--- src/rtl/ddr_sref_sequencer_if.sv ---
`default_nettype none
// +-----------------------------------------------------------------+
// | ddr_sref_sequencer_if : AXI-Lite bundle for the SREF sequencer  |
// | Rev 1.0                                                         |
// +-----------------------------------------------------------------+
interface ddr_sref_sequencer_if #(
   parameter int ADDR_W = 12
);
   logic [ADDR_W-1:0] awaddr;
   logic [2:0]        awprot;
   logic              awvalid;
   logic              awready;
   logic [31:0]       wdata;
   logic [3:0]        wstrb;
   logic              wvalid;
   logic              wready;
   logic [1:0]        bresp;
   logic              bvalid;
   logic              bready;
   logic [ADDR_W-1:0] araddr;
   logic [2:0]        arprot;
   logic              arvalid;
   logic              arready;
   logic [31:0]       rdata;
   logic [1:0]        rresp;
   logic              rvalid;
   logic              rready;

   modport master (
      output awaddr, awprot, awvalid, input awready,
      output wdata, wstrb, wvalid, input wready,
      input bresp, bvalid, output bready,
      output araddr, arprot, arvalid, input arready,
      input rdata, rresp, rvalid, output rready
   );

   modport slave (
      input awaddr, awprot, awvalid, output awready,
      input wdata, wstrb, wvalid, output wready,
      output bresp, bvalid, input bready,
      input araddr, arprot, arvalid, output arready,
      output rdata, rresp, rvalid, input rready
   );
endinterface
`default_nettype wire

--- src/rtl/ddr_sref_sequencer.sv ---
`default_nettype none
// +-----------------------------------------------------------------+
// | ddr_sref_sequencer : drives DDR4 C0/C2/C3 into/out of self-ref  |
// | Rev 1.0                                                         |
// +-----------------------------------------------------------------+
module ddr_sref_sequencer #(
   parameter logic [31:0] TIMEOUT_DEFAULT = 32'd25_000_000,
   parameter int          ADDR_W          = 12
) (
   input  wire logic             clk_out_250M,
   input  wire logic             axi_reset_n,
   ddr_sref_sequencer_if.slave   s_axil,
   output logic [7:0]            C0_DDR_SREF_CTRL_IN,
   output logic [7:0]            C2_DDR_SREF_CTRL_IN,
   output logic [7:0]            C3_DDR_SREF_CTRL_IN,
   input  wire logic [7:0]       C0_DDR_SREF_CTRL_OUT,
   input  wire logic [7:0]       C2_DDR_SREF_CTRL_OUT,
   input  wire logic [7:0]       C3_DDR_SREF_CTRL_OUT,
   output logic                  irq
);
   typedef enum logic [2:0] {
      S_IDLE    = 3'd0,
      S_QUIESCE = 3'd1,
      S_ENTER   = 3'd2,
      S_INSREF  = 3'd3,
      S_EXIT    = 3'd4,
      S_DONE    = 3'd5,
      S_ERROR   = 3'd6
   } state_e;

   state_e           state_q, state_d;
   logic [31:0]      cnt_q, cnt_d, timeout_q, timeout_d;
   logic [2:0]       mask_q, mask_d, act_q, act_d;
   logic             done_q, done_d, error_q, error_d, irq_q, irq_d;
   logic [2:0][7:0]  ctl_q, ctl_d, sts_q, sts_d;
   logic             awready_q, awready_d, bvalid_q, bvalid_d;
   logic             arready_q, arready_d, rvalid_q, rvalid_d;
   logic [1:0]       bresp_q, bresp_d, rresp_q, rresp_d;
   logic [31:0]      rdata_q, rdata_d;

   logic             wr_fire, rd_fire, wr_ok, rd_ok, busy;
   logic             wr_ctrl, wr_stat, wr_tmo, go_enter, go_exit;
   logic [2:0]       idle_v, ack_v, cal_v, sref_v;
   logic             all_idle, all_ack, all_rel, expired;
   logic             unused_ok;

   function automatic logic addr_ok(input logic [ADDR_W-1:0] a);
      return ((a >> 4) == '0) && (a[1:0] == 2'b00);
   endfunction

   always_comb begin
      for (int i = 0; i < 3; i++) begin
         ack_v[i]  = sts_q[i][0];
         cal_v[i]  = sts_q[i][1];
         idle_v[i] = sts_q[i][2];
      end
   end

   // Unmasked channels are forced true so they never hold up a step.
   assign all_idle = &(idle_v | ~act_q);
   assign all_ack  = &(ack_v | ~act_q);
   assign all_rel  = &((~ack_v & cal_v) | ~act_q);
   assign expired  = (cnt_q == 32'd0);
   assign sref_v   = ack_v & act_q;
   assign busy     = (state_q == S_QUIESCE) || (state_q == S_ENTER) ||
                     (state_q == S_EXIT) || (state_q == S_DONE);

   assign wr_fire  = awready_q & s_axil.awvalid & s_axil.wvalid;
   assign rd_fire  = arready_q & s_axil.arvalid;
   assign wr_ok    = addr_ok(s_axil.awaddr);
   assign rd_ok    = addr_ok(s_axil.araddr);
   assign wr_ctrl  = wr_fire & wr_ok & (s_axil.awaddr[3:2] == 2'd0);
   assign wr_stat  = wr_fire & wr_ok & (s_axil.awaddr[3:2] == 2'd1);
   assign wr_tmo   = wr_fire & wr_ok & (s_axil.awaddr[3:2] == 2'd2);
   assign go_enter = wr_ctrl & s_axil.wstrb[0] & s_axil.wdata[0] & ~s_axil.wdata[1];
   assign go_exit  = wr_ctrl & s_axil.wstrb[0] & s_axil.wdata[1] & ~s_axil.wdata[0];

   always_comb begin
      state_d   = state_q;
      cnt_d     = cnt_q;
      timeout_d = timeout_q;
      mask_d    = mask_q;
      act_d     = act_q;
      done_d    = done_q;
      error_d   = error_q;
      sts_d     = {C3_DDR_SREF_CTRL_OUT, C2_DDR_SREF_CTRL_OUT, C0_DDR_SREF_CTRL_OUT};

      if (wr_stat) begin
         done_d  = 1'b0;
         error_d = 1'b0;
      end
      if (wr_tmo) begin
         for (int b = 0; b < 4; b++)
            if (s_axil.wstrb[b]) timeout_d[8*b +: 8] = s_axil.wdata[8*b +: 8];
      end
      if (wr_ctrl && s_axil.wstrb[0] && !busy) mask_d = s_axil.wdata[6:4];

      case (state_q)
         S_IDLE: begin
            if (go_enter && (s_axil.wdata[6:4] != 3'b000)) begin
               act_d   = s_axil.wdata[6:4];
               cnt_d   = timeout_q;
               state_d = S_QUIESCE;
            end
         end
         S_QUIESCE: begin
            if (all_idle) begin
               cnt_d   = timeout_q;
               state_d = S_ENTER;
            end else if (expired) state_d = S_ERROR;
            else cnt_d = cnt_q - 32'd1;
         end
         S_ENTER: begin
            if (all_ack) state_d = S_INSREF;
            else if (expired) state_d = S_ERROR;
            else cnt_d = cnt_q - 32'd1;
         end
         S_INSREF: begin
            if (go_exit) begin
               cnt_d   = timeout_q;
               state_d = S_EXIT;
            end
         end
         S_EXIT: begin
            if (all_rel) state_d = S_DONE;
            else if (expired) state_d = S_ERROR;
            else cnt_d = cnt_q - 32'd1;
         end
         S_DONE:  state_d = S_IDLE;
         S_ERROR: if (!error_q) state_d = S_IDLE;
         default: state_d = S_IDLE;
      endcase

      // Entry into DONE/ERROR outranks a same-cycle clear of the sticky bits.
      if (state_d == S_DONE && state_q != S_DONE)   done_d  = 1'b1;
      if (state_d == S_ERROR && state_q != S_ERROR) error_d = 1'b1;
      irq_d = (state_d != state_q) &&
              ((state_d == S_INSREF) || (state_d == S_DONE) || (state_d == S_ERROR));

      for (int i = 0; i < 3; i++) begin
         ctl_d[i] = 8'h00;
         if (act_q[i]) begin
            case (state_q)
               S_QUIESCE, S_EXIT: ctl_d[i] = 8'h02;
               S_ENTER, S_INSREF: ctl_d[i] = 8'h03;
               default:           ctl_d[i] = 8'h00;
            endcase
         end
      end
   end

   always_comb begin
      awready_d = s_axil.awvalid & s_axil.wvalid & ~bvalid_q & ~awready_q;
      bvalid_d  = bvalid_q;
      bresp_d   = bresp_q;
      if (wr_fire) begin
         bvalid_d = 1'b1;
         bresp_d  = wr_ok ? 2'b00 : 2'b10;
      end else if (bvalid_q && s_axil.bready) bvalid_d = 1'b0;

      arready_d = s_axil.arvalid & ~rvalid_q & ~arready_q;
      rvalid_d  = rvalid_q;
      rdata_d   = rdata_q;
      rresp_d   = rresp_q;
      if (rd_fire) begin
         rvalid_d = 1'b1;
         rresp_d  = rd_ok ? 2'b00 : 2'b10;
         rdata_d  = 32'd0;
         if (rd_ok) begin
            case (s_axil.araddr[3:2])
               2'd0:    rdata_d = {25'd0, mask_q, 4'd0};
               2'd1:    rdata_d = {21'd0, sref_v, 1'b0, error_q, done_q, busy, 1'b0, state_q};
               2'd2:    rdata_d = timeout_q;
               default: rdata_d = {8'h00, sts_q[2], sts_q[1], sts_q[0]};
            endcase
         end
      end else if (rvalid_q && s_axil.rready) rvalid_d = 1'b0;
   end

   always_ff @(posedge clk_out_250M) begin
      if (!axi_reset_n) begin
         state_q   <= S_IDLE;
         cnt_q     <= 32'd0;
         timeout_q <= TIMEOUT_DEFAULT;
         mask_q    <= 3'b111;
         act_q     <= 3'b000;
         done_q    <= 1'b0;
         error_q   <= 1'b0;
         irq_q     <= 1'b0;
         ctl_q     <= '0;
         sts_q     <= '0;
         awready_q <= 1'b0;
         bvalid_q  <= 1'b0;
         bresp_q   <= 2'b00;
         arready_q <= 1'b0;
         rvalid_q  <= 1'b0;
         rresp_q   <= 2'b00;
         rdata_q   <= 32'd0;
      end else begin
         state_q   <= state_d;
         cnt_q     <= cnt_d;
         timeout_q <= timeout_d;
         mask_q    <= mask_d;
         act_q     <= act_d;
         done_q    <= done_d;
         error_q   <= error_d;
         irq_q     <= irq_d;
         ctl_q     <= ctl_d;
         sts_q     <= sts_d;
         awready_q <= awready_d;
         bvalid_q  <= bvalid_d;
         bresp_q   <= bresp_d;
         arready_q <= arready_d;
         rvalid_q  <= rvalid_d;
         rresp_q   <= rresp_d;
         rdata_q   <= rdata_d;
      end
   end

   assign s_axil.awready = awready_q;
   assign s_axil.wready  = awready_q;
   assign s_axil.bvalid  = bvalid_q;
   assign s_axil.bresp   = bresp_q;
   assign s_axil.arready = arready_q;
   assign s_axil.rvalid  = rvalid_q;
   assign s_axil.rresp   = rresp_q;
   assign s_axil.rdata   = rdata_q;

   assign C0_DDR_SREF_CTRL_IN = ctl_q[0];
   assign C2_DDR_SREF_CTRL_IN = ctl_q[1];
   assign C3_DDR_SREF_CTRL_IN = ctl_q[2];
   assign irq                 = irq_q;

   assign unused_ok = ^{s_axil.awprot, s_axil.arprot,
                        sts_q[0][7:3], sts_q[1][7:3], sts_q[2][7:3]};
endmodule
`default_nettype wire

--- src/flat_wrapper.sv ---
// flat-port wrapper written by rule: the top's interface ports become plain ports
module ddr_sref_sequencer_flat 
#(
   parameter logic [31:0] TIMEOUT_DEFAULT = 32'd25_000_000,
   parameter int          ADDR_W          = 12
)
  (clk_out_250M, axi_reset_n, C0_DDR_SREF_CTRL_IN, C2_DDR_SREF_CTRL_IN, C3_DDR_SREF_CTRL_IN, C0_DDR_SREF_CTRL_OUT, C2_DDR_SREF_CTRL_OUT, C3_DDR_SREF_CTRL_OUT, irq, s_axil_awaddr, s_axil_awprot, s_axil_awvalid, s_axil_awready, s_axil_wdata, s_axil_wstrb, s_axil_wvalid, s_axil_wready, s_axil_bresp, s_axil_bvalid, s_axil_bready, s_axil_araddr, s_axil_arprot, s_axil_arvalid, s_axil_arready, s_axil_rdata, s_axil_rresp, s_axil_rvalid, s_axil_rready);
  ddr_sref_sequencer_if #(.ADDR_W(ADDR_W)) s_axil_i ();
  input  wire logic clk_out_250M;
  input  wire logic axi_reset_n;
  output logic [7:0] C0_DDR_SREF_CTRL_IN;
  output logic [7:0] C2_DDR_SREF_CTRL_IN;
  output logic [7:0] C3_DDR_SREF_CTRL_IN;
  input  wire logic [7:0] C0_DDR_SREF_CTRL_OUT;
  input  wire logic [7:0] C2_DDR_SREF_CTRL_OUT;
  input  wire logic [7:0] C3_DDR_SREF_CTRL_OUT;
  output logic irq;
  input wire logic [$bits(s_axil_i.awaddr)-1:0] s_axil_awaddr;
  input wire logic [$bits(s_axil_i.awprot)-1:0] s_axil_awprot;
  input wire logic [$bits(s_axil_i.awvalid)-1:0] s_axil_awvalid;
  output wire logic [$bits(s_axil_i.awready)-1:0] s_axil_awready;
  input wire logic [$bits(s_axil_i.wdata)-1:0] s_axil_wdata;
  input wire logic [$bits(s_axil_i.wstrb)-1:0] s_axil_wstrb;
  input wire logic [$bits(s_axil_i.wvalid)-1:0] s_axil_wvalid;
  output wire logic [$bits(s_axil_i.wready)-1:0] s_axil_wready;
  output wire logic [$bits(s_axil_i.bresp)-1:0] s_axil_bresp;
  output wire logic [$bits(s_axil_i.bvalid)-1:0] s_axil_bvalid;
  input wire logic [$bits(s_axil_i.bready)-1:0] s_axil_bready;
  input wire logic [$bits(s_axil_i.araddr)-1:0] s_axil_araddr;
  input wire logic [$bits(s_axil_i.arprot)-1:0] s_axil_arprot;
  input wire logic [$bits(s_axil_i.arvalid)-1:0] s_axil_arvalid;
  output wire logic [$bits(s_axil_i.arready)-1:0] s_axil_arready;
  output wire logic [$bits(s_axil_i.rdata)-1:0] s_axil_rdata;
  output wire logic [$bits(s_axil_i.rresp)-1:0] s_axil_rresp;
  output wire logic [$bits(s_axil_i.rvalid)-1:0] s_axil_rvalid;
  input wire logic [$bits(s_axil_i.rready)-1:0] s_axil_rready;
  assign s_axil_i.awaddr = s_axil_awaddr;
  assign s_axil_i.awprot = s_axil_awprot;
  assign s_axil_i.awvalid = s_axil_awvalid;
  assign s_axil_awready = s_axil_i.awready;
  assign s_axil_i.wdata = s_axil_wdata;
  assign s_axil_i.wstrb = s_axil_wstrb;
  assign s_axil_i.wvalid = s_axil_wvalid;
  assign s_axil_wready = s_axil_i.wready;
  assign s_axil_bresp = s_axil_i.bresp;
  assign s_axil_bvalid = s_axil_i.bvalid;
  assign s_axil_i.bready = s_axil_bready;
  assign s_axil_i.araddr = s_axil_araddr;
  assign s_axil_i.arprot = s_axil_arprot;
  assign s_axil_i.arvalid = s_axil_arvalid;
  assign s_axil_arready = s_axil_i.arready;
  assign s_axil_rdata = s_axil_i.rdata;
  assign s_axil_rresp = s_axil_i.rresp;
  assign s_axil_rvalid = s_axil_i.rvalid;
  assign s_axil_i.rready = s_axil_rready;
  ddr_sref_sequencer #(.TIMEOUT_DEFAULT(TIMEOUT_DEFAULT), .ADDR_W(ADDR_W)) u_core (.clk_out_250M(clk_out_250M), .axi_reset_n(axi_reset_n), .s_axil(s_axil_i), .C0_DDR_SREF_CTRL_IN(C0_DDR_SREF_CTRL_IN), .C2_DDR_SREF_CTRL_IN(C2_DDR_SREF_CTRL_IN), .C3_DDR_SREF_CTRL_IN(C3_DDR_SREF_CTRL_IN), .C0_DDR_SREF_CTRL_OUT(C0_DDR_SREF_CTRL_OUT), .C2_DDR_SREF_CTRL_OUT(C2_DDR_SREF_CTRL_OUT), .C3_DDR_SREF_CTRL_OUT(C3_DDR_SREF_CTRL_OUT), .irq(irq));
endmodule
--- config.mk ---
export PLATFORM = sky130hd
export DESIGN_NAME = ddr_sref_sequencer_flat
export DESIGN_NICKNAME = d
export VERILOG_FILES = /design/src/rtl/ddr_sref_sequencer_if.sv /design/src/rtl/ddr_sref_sequencer.sv /design/src/flat_wrapper.sv
export SDC_FILE = /design/constraint.sdc
export NUM_CORES = 1
export LEC_CHECK = 0
export CORE_AREA = 4 4 132 228
export CTS_BUF_LIST = sky130_fd_sc_hd__clkbuf_16
export DETAILED_ROUTE_END_ITERATION = 10
export DIE_AREA = 0 0 136 232
export MAX_ROUTING_LAYER = met4
export PLACE_DENSITY_LB_ADDON = 0.2
export SLEW_MARGIN = 20
export SYNTH_ARGS = -nofsm -noshare
export SYNTH_HDL_FRONTEND = slang
export SYNTH_SLANG_ARGS = --single-unit
--- constraint.sdc ---
create_clock -name clk_out_250M -period 2.9 [get_ports clk_out_250M]
set_clock_uncertainty 0.05 [all_clocks]
set_input_delay 0.29 -clock clk_out_250M [delete_from_list [all_inputs] [get_ports clk_out_250M]]
set_output_delay 0.29 -clock clk_out_250M [all_outputs]
set_load 0.02 [all_outputs]
==> results of run 1 <==
-- cell usage after synthesis, drive strengths merged (5+ instances only) --
library cell	n
buf	34
o211ai	5
nor3	23
mux2i	15
nor2b	5
clkbuf	45
o221a	10
nor4	15
nand3	53
a21o	7
inv	13
a22oi	8
dfxtp	144
nand4	8
a41oi	6
nor2	84
and2	30
nand2b	12
a31oi	17
o21ai	20
o32ai	7
a21oi	66
and3	5
or3	6
nand2	78
a222oi	16
-- worst reg2reg max path: cells and delay by family, from the launching register on --
kind	cells	cell delay, ns
fa+ha+maj	1	0.20
simple gates	4	1.37
compound gates	2	0.24
buf+inv	1	0.10
flops	1	0.38
-- state kept, by name, summed over array words and instances, names as in the netlist, 3 cells and up --
signal and count:
u_core.cnt_q 32, u_core.s_axil.rdata 32, u_core.timeout_q 32, u_core.sts_q 15, u_core.ack_v 3, u_core.act_q 3
u_core.cal_v 3, u_core.idle_v 3, u_core.mask_q 3, u_core.state_q 3
-- routing by layer --
layer  track usage [%]  routed length, um  vias up  share of wire (%)
met5                 -                  0        -                  0
met4              5.77                564        0                2.5
met3              2.47               1000       27                4.5
met2              25.7              11900      186                 53
met1              16.9               9020     3046                 40
li1                  -                  -     3145                  -
-- metrics by stage --
step	std cells	util (%)	cell area [um2]	power, mW
finish	1312	32.6	9140	4.61
global route	1312	32.6	9140	4.78
CTS	1312	32.5	9130	4.68
detailed placement	1280	30.3	8520	2.33
global placement	1280	30.3	8520	2.32
floorplan	817	-	6760	2.17
-- worst max path at each step --
stage,cells past startpoint,startpoint,to
finish,8,u_core.cnt_q[0]$_SDFFE_PN0P_,u_core.cnt_q[30]$_SDFFE_PN0P_
global route,8,u_core.cnt_q[0]$_SDFFE_PN0P_,u_core.cnt_q[30]$_SDFFE_PN0P_
CTS,6,u_core.idle_v[2]$_SDFF_PN0_,u_core.cnt_q[28]$_SDFFE_PN0P_
detailed placement,8,s_axil_awaddr[5],u_core.timeout_q[22]$_SDFFE_PN1P_
global placement,8,s_axil_awaddr[4],u_core.timeout_q[24]$_SDFFE_PN1P_
floorplan,7,u_core.cnt_q[14]$_SDFFE_PN0P_,u_core.cnt_q[30]$_SDFFE_PN0P_
-- power breakdown --
group	total [mW]	switching, mW	internal [mW]
sequential	2.01	0.0123	2.00
clock	2.33	0.897	1.43
combinational	0.267	0.123	0.144
total	4.61	1.03	3.58
-- final cells by class --
| cell class | instances | area, um2 |
|---|---|---|
| fillers | 2971 | 18900 |
| multi-input cells | 581 | 3460 |
| well taps | 373 | 467 |
| repair buffers | 169 | 1670 |
| flip-flops and latches | 144 | 2880 |
| inverters | 13 | 48.8 |
| clock buffers | 17 | 425 |
| clock inverters | 15 | 193 |
-- cell families after synthesis --
kind of cell / count (synthesis) / share of synthesized area [%]
AO/OA/AOI/OAI: 199 / 20.8
adder cells (fa/ha/maj): 2 / 0.374
buffers and inverters: 92 / 6.46
flip-flops: 144 / 43.1
multiplexers: 20 / 3.42
other: 1 / 0.0561
AND/OR/NAND/NOR: 340 / 25.7
==> qor.csv, run 1 <==
stage;metric;value;unit
run_status;outcome;finished, final reports clean;
synthesis;post-synth top area share;43.1;%
timing;setup_tns;0;ns
die;Initial Util;23.8;%
timing;worst-margin pin slew;0.732;ns
clocking;postcts setup bufs;0;
place;port bufs;136;
timing;max-slew violations;0;
clocking;maximum root-to-sink buffer count;2;
clocking;Worst-Skew Late Latency;0.43;ns
place;gpl congestion;0.782;
worst_setup_path;Critical R2R Launch;u_core.cnt_q[0]$_SDFFE_PN0P_;
synthesis;ys async rst share;0;%
worst_setup_path;CP max stage cell;or4_1;
synthesis;number of flops mapped to enable cells by yosys;0;
global_routing;vias in the first global route;6347;
layout;diode count;0;
worst_setup_path;Crit path buffers/inverters;1;
global_routing;first-pass GRT wire length;35500;um
layout;Synth-to-Final Area Change;36.7;%
worst_setup_path;Critical Path End Type;flop;
timing;minimum clock period;2.48;ns
synthesis;most common flop cell mapped by yosys;dfxtp_1;
power_and_ir_drop;leakage power;3.41;nW
route;WL final;22500;um
clocking;clk sinks;144;
die;Die Width;136;um
synthesis;Syn. warnings;0;
timing;setup ws final;0.424;ns
die;die extent in y;232;um
synthesis;leading post-synthesis cells by cell area;dfxtp_1, a21oi_1, nor2_1;
hold_path;HP Class;in2reg;
global_routing;total track usage;14.8;%
route;DRT iter0 DRCs;414;
layout;most common cell after layout, fill and taps aside;dfxtp_1;
route;vias;6404;
synthesis;Cells after Synth;798;
synthesis;mapped cell area;6690;um2
route;DRT Pass-1 Iters;5;
worst_setup_path;Crit path largest cell delay;0.63;ns
hold_path;Hold Path Depth;3;
synthesis;Seq/Total Area, Yosys;43.1;%
hold_path;Hold Crit Start;axi_reset_n;
route;via/cell ratio;4.88;
worst_setup_path;r2r endpoint;u_core.cnt_q[30]$_SDFFE_PN0P_;
clocking;H-tree Lvls;4;
synthesis;Netlist cell types;66;
route;# DRC;0;
global_routing;global route total overflow;0;
global_routing;initial antenna violation count;0;
worst_setup_path;CP cell instances;inv_1 > ha_1 > nor4b_1 > and3_1 > or4_1 > or3_1 > a21oi_1 > o32ai_1;
worst_setup_path;Critical Path AT;2.73;ns
worst_setup_path;cell family with most CP delay;simple AND/OR/NAND/NOR gates;
die;Core ar.;28100;um2
worst_setup_path;R2R cell count;8;
synthesis;Synth Register Bits;144;
clocking;post_cts resized;0;
worst_setup_path;CP Launch Type;flop;
die;full die area;31600;um2
die;Top Ports;163;
global_routing;pin count of the biggest net entering global routing;70;
layout;Nets;1025;
synthesis;post-synth top area cell;dfxtp_1;
worst_setup_path;data required time of the worst path;3.15;ns
die;Core Rows;81;
power_and_ir_drop;Peak VDD IR;0.334;mV
layout;commonest non-fill, non-tap cells in the layout;dfxtp_1, clkdlybuf4s50_1, nor2_1;
worst_setup_path;CP max FO;6;
route;wire length per cell;17.1;um
timing;RSZ-0062 raised after global routing;no;
clocking;number of hold buffers added after cts;0;
clocking;CTS tree;done;
worst_setup_path;flop2flop setup slack;0.42;ns
clocking;Reg clk slew, reported paths;0.06;ns
timing;Final setup violation count;0;
timing;final count of hold timing violations;0;
place;DP Worst Slack;0.245;ns
synthesis;average size of a mapped cell;8.38;um2
timing;FMAX;0.404;GHz
timing;hold_ws;0.306;ns
run;max_cap viols;0;
timing;Tcrit/Tclk final;85.4;%
worst_setup_path;WS Path Type;reg2reg;
power_and_ir_drop;power per cell area;504;nW/um2
clocking;Root Driver;clkbuf_16;
route;Routed Antenna Nets;0;
hold_path;Hold Path Sink;u_core.s_axil.rdata[14]$_SDFFE_PN0P_;
timing;worst relative slew slack;51.2;%
layout;share of layout cells above drive strength 1;9.80;%
place;HPWL after DPL;16400;um
clocking;clock buffer count from CTS;17;
Note: power is estimated with default switching activity, not from simulation.
==> inputs of run 2 (changes only) <==
Settings changed: CAP_MARGIN set to 20.
==> results of run 2 <==
The final DEF is identical to that of run 1; final timing and power are the same.
==> inputs of run 3 (changes only) <==
Settings changed: GPL_TIMING_DRIVEN set to 1.
Clock period 2.9 ns to 2.8 ns, I/O delays scaled along.
==> run 3 against run 2 <==
Compared with the run above:
- final cell count up 0.30%
- count of clock-buffer cells in the layout unchanged
- sequential share of layout area fell by 0.37 points
- total power grew 9.3%
- core utilization rose by 0.39 points
- fmax down 2.3%
- combinational power rose by 4%
- flip-flop and latch count is the same
- non-clock buffer count increased by 4
- largest power group unchanged
==> qor.csv, run 3 (same netlist as run 1, synthesis figures left out) <==
stage;metric;value;unit;change
global_routing;pin count of the biggest net entering global routing;55;;-21%
power_and_ir_drop;Internal;3.98;mW;+11%
layout;Finished Core Util;32.9;%;+0.39 points
die;Initial Util;23.8;%;unchanged
die;die extent in y;232;um;unchanged
clocking;postcts setup bufs;0;;unchanged
clocking;Reg clk slew, reported paths;0.06;ns;about the same
clocking;CTS tree;done;;
power_and_ir_drop;Clock power frac;53.1;%;+2.5 points
global_routing;global route total overflow;0;;unchanged
place;port bufs;136;;unchanged
route;wire length per cell;17.1;um;-0.31%
route;via/cell ratio;4.92;;+0.77%
worst_setup_path;Crit path buffers/inverters;0;;-1
layout;share of layout cells above drive strength 1;10.3;%;+0.49 points
power_and_ir_drop;Combinational Power Share;5.5;%;-0.3 points
layout;diode count;0;;unchanged
run_status;outcome;finished, final reports clean;;
worst_setup_path;Critical Path AT;2.79;ns;+0.06 ns
global_routing;first-pass GRT wire length;35500;um;about the same
power_and_ir_drop;sequential power share;41.3;%;-2.3 points
worst_setup_path;WS Path Type;reg2reg;;
worst_setup_path;CP max stage cell;or4_1;;
worst_setup_path;R2R cell count;6;;-2
die;Die Width;136;um;unchanged
clocking;maximum root-to-sink buffer count;2;;unchanged
place;cell count after placement;1284;;+0.31%
hold_path;HP Class;in2reg;;
worst_setup_path;CP Launch Type;flop;;
clocking;post_cts resized;0;;unchanged
die;Top Ports;163;;unchanged
global_routing;total track usage;14.7;%;-0.083 points
timing;worst-margin pin slew;0.871;ns;+0.139 ns
layout;commonest non-fill, non-tap cells in the layout;dfxtp_1, clkdlybuf4s50_1, nor2_1;;
timing;setup ws final;0.267;ns;-0.157 ns
power_and_ir_drop;power per cell area;545;nW/um2;+8.0%
layout;fin cells;1316;;+0.30%
timing;FMAX;0.395;GHz;-2.3%
hold_path;Hold Path Depth;2;;-1
clocking;H-tree Lvls;4;;unchanged
timing;Tcrit/Tclk final;90.5;%;+5.1 points
power_and_ir_drop;Peak VDD IR;0.331;mV;-0.84%
clocking;clk sinks;144;;unchanged
timing;Final setup violation count;0;;unchanged
worst_setup_path;Critical R2R Launch;u_core.cnt_q[6]$_SDFFE_PN0P_;;
layout;Nets;1029;;+0.39%
worst_setup_path;Crit path largest cell delay;0.71;ns;+0.08 ns
place;DP Worst Slack;0.195;ns;-0.0499 ns
clocking;Worst-Skew Late Latency;0.43;ns;about the same
route;vias;6473;;+1.1%
route;WL final;22500;um;about the same
worst_setup_path;data required time of the worst path;3.06;ns;-0.09 ns
route;Routed Antenna Nets;0;;unchanged
die;full die area;31600;um2;unchanged
route;DRT Pass-1 Iters;5;;unchanged
worst_setup_path;CP cell instances;nor4_2 > nand3_1 > or4_1 > or3_1 > a21oi_1 > o32ai_1;;
global_routing;initial antenna violation count;0;;unchanged
layout;most common cell after layout, fill and taps aside;dfxtp_1;;
power_and_ir_drop;net switching power;1.06;mW;+2.7%
route;# DRC;0;;unchanged
worst_setup_path;Worst path depth;6;;-2
layout;FILL cells;2942;;-0.98%
route;DRT iter0 DRCs;355;;-14%
hold_path;Hold Path Sink;u_core.timeout_q[22]$_SDFFE_PN1P_;;
worst_setup_path;r2r endpoint;u_core.cnt_q[30]$_SDFFE_PN0P_;;
worst_setup_path;CP max FO;6;;unchanged
die;Core Rows;81;;unchanged
run;max_cap viols;0;;unchanged
power_and_ir_drop;leakage power;3.47;nW;+1.6%
timing;max-slew violations;0;;unchanged
timing;worst relative slew slack;41.9;%;-9.4 points
worst_setup_path;flop2flop setup slack;0.27;ns;-0.16 ns
worst_setup_path;Critical Path End Type;flop;;
timing;setup_tns;0;ns;unchanged
timing;final count of hold timing violations;0;;unchanged
worst_setup_path;cell family with most CP delay;simple AND/OR/NAND/NOR gates;;
clocking;clock buffer count from CTS;17;;unchanged
clocking;number of hold buffers added after cts;0;;unchanged
power_and_ir_drop;Sw Ratio;21.1;%;-1.4 points
global_routing;vias in the first global route;6439;;+1.4%
layout;Synth-to-Final Area Change;38.3;%;
hold_path;Hold Crit Start;axi_reset_n;;
timing;minimum clock period;2.53;ns;+0.0571 ns
clocking;Root Driver;clkbuf_16;;
die;Core ar.;28100;um2;unchanged
place;gpl congestion;0.793;;+1.4%
place;HPWL after DPL;16600;um;+0.77%
timing;RSZ-0062 raised after global routing;no;;
[run 3: layout make-up]
type	instances	area [um2]	area share, %
sequential	144	2880	31.2
multi-input combinational	581	3450	37.3
clock inverter	15	264	2.85
timing repair buffer	173	1710	18.5
clock buffer	17	425	4.60
inverter	13	48.8	0.528
tap	373	467	5.05
[run 3: worst reg2reg max path, stage by stage, from the launching register on]
cell and delay, ns:
dfxtp_1 0.35, nor4_2 0.46, nand3_1 0.25, or4_1 0.71
or3_1 0.35, a21oi_1 0.15, o32ai_1 0.09
[run 3: worst max path at each step]
stage                                        from                                end  slack [ns]
finish               u_core.cnt_q[6]$_SDFFE_PN0P_      u_core.cnt_q[30]$_SDFFE_PN0P_        0.27
global route         u_core.cnt_q[0]$_SDFFE_PN0P_              u_core.irq$_SDFF_PN0_        0.12
CTS                  u_core.cnt_q[6]$_SDFFE_PN0P_      u_core.cnt_q[30]$_SDFFE_PN0P_        0.26
detailed placement               s_axil_awaddr[4]  u_core.timeout_q[13]$_SDFFE_PN1P_        0.19
global placement                 s_axil_awaddr[4]  u_core.timeout_q[24]$_SDFFE_PN1P_        0.22
floorplan           u_core.cnt_q[14]$_SDFFE_PN0P_      u_core.cnt_q[30]$_SDFFE_PN0P_        0.50
[run 3: power by group through the flow]
stage          clock network [mW]  registers, mW  logic (mW)
6_report                     2.68           2.08       0.279
5_1_grt                      2.81           2.08       0.299
4_1_cts                      2.75           2.08       0.282
3_5_place_dp                    0           2.13       0.281
3_3_place_gp                    0           2.13       0.282
2_1_floorplan                   0           2.13       0.124
[run 3: metal layers]
layer / GRT usage, % / up-vias / wire length [um]
met5: - / - / 0
met4: 5.42 / 0 / 375
met3: 2.17 / 20 / 855
met2: 26.2 / 182 / 12200
met1: 16.5 / 3120 / 9070
li1: - / 3151 / -
[run 3: stage by stage]
step,hold WS [ns],cell area [um2],power (mW)
6_report,0.153,9250,5.04
5_1_grt,0.170,9250,5.19
4_1_cts,0.147,9250,5.11
3_5_place_dp,0.405,8560,2.41
3_3_place_gp,0.395,8560,2.41
2_1_floorplan,0.348,6760,2.25
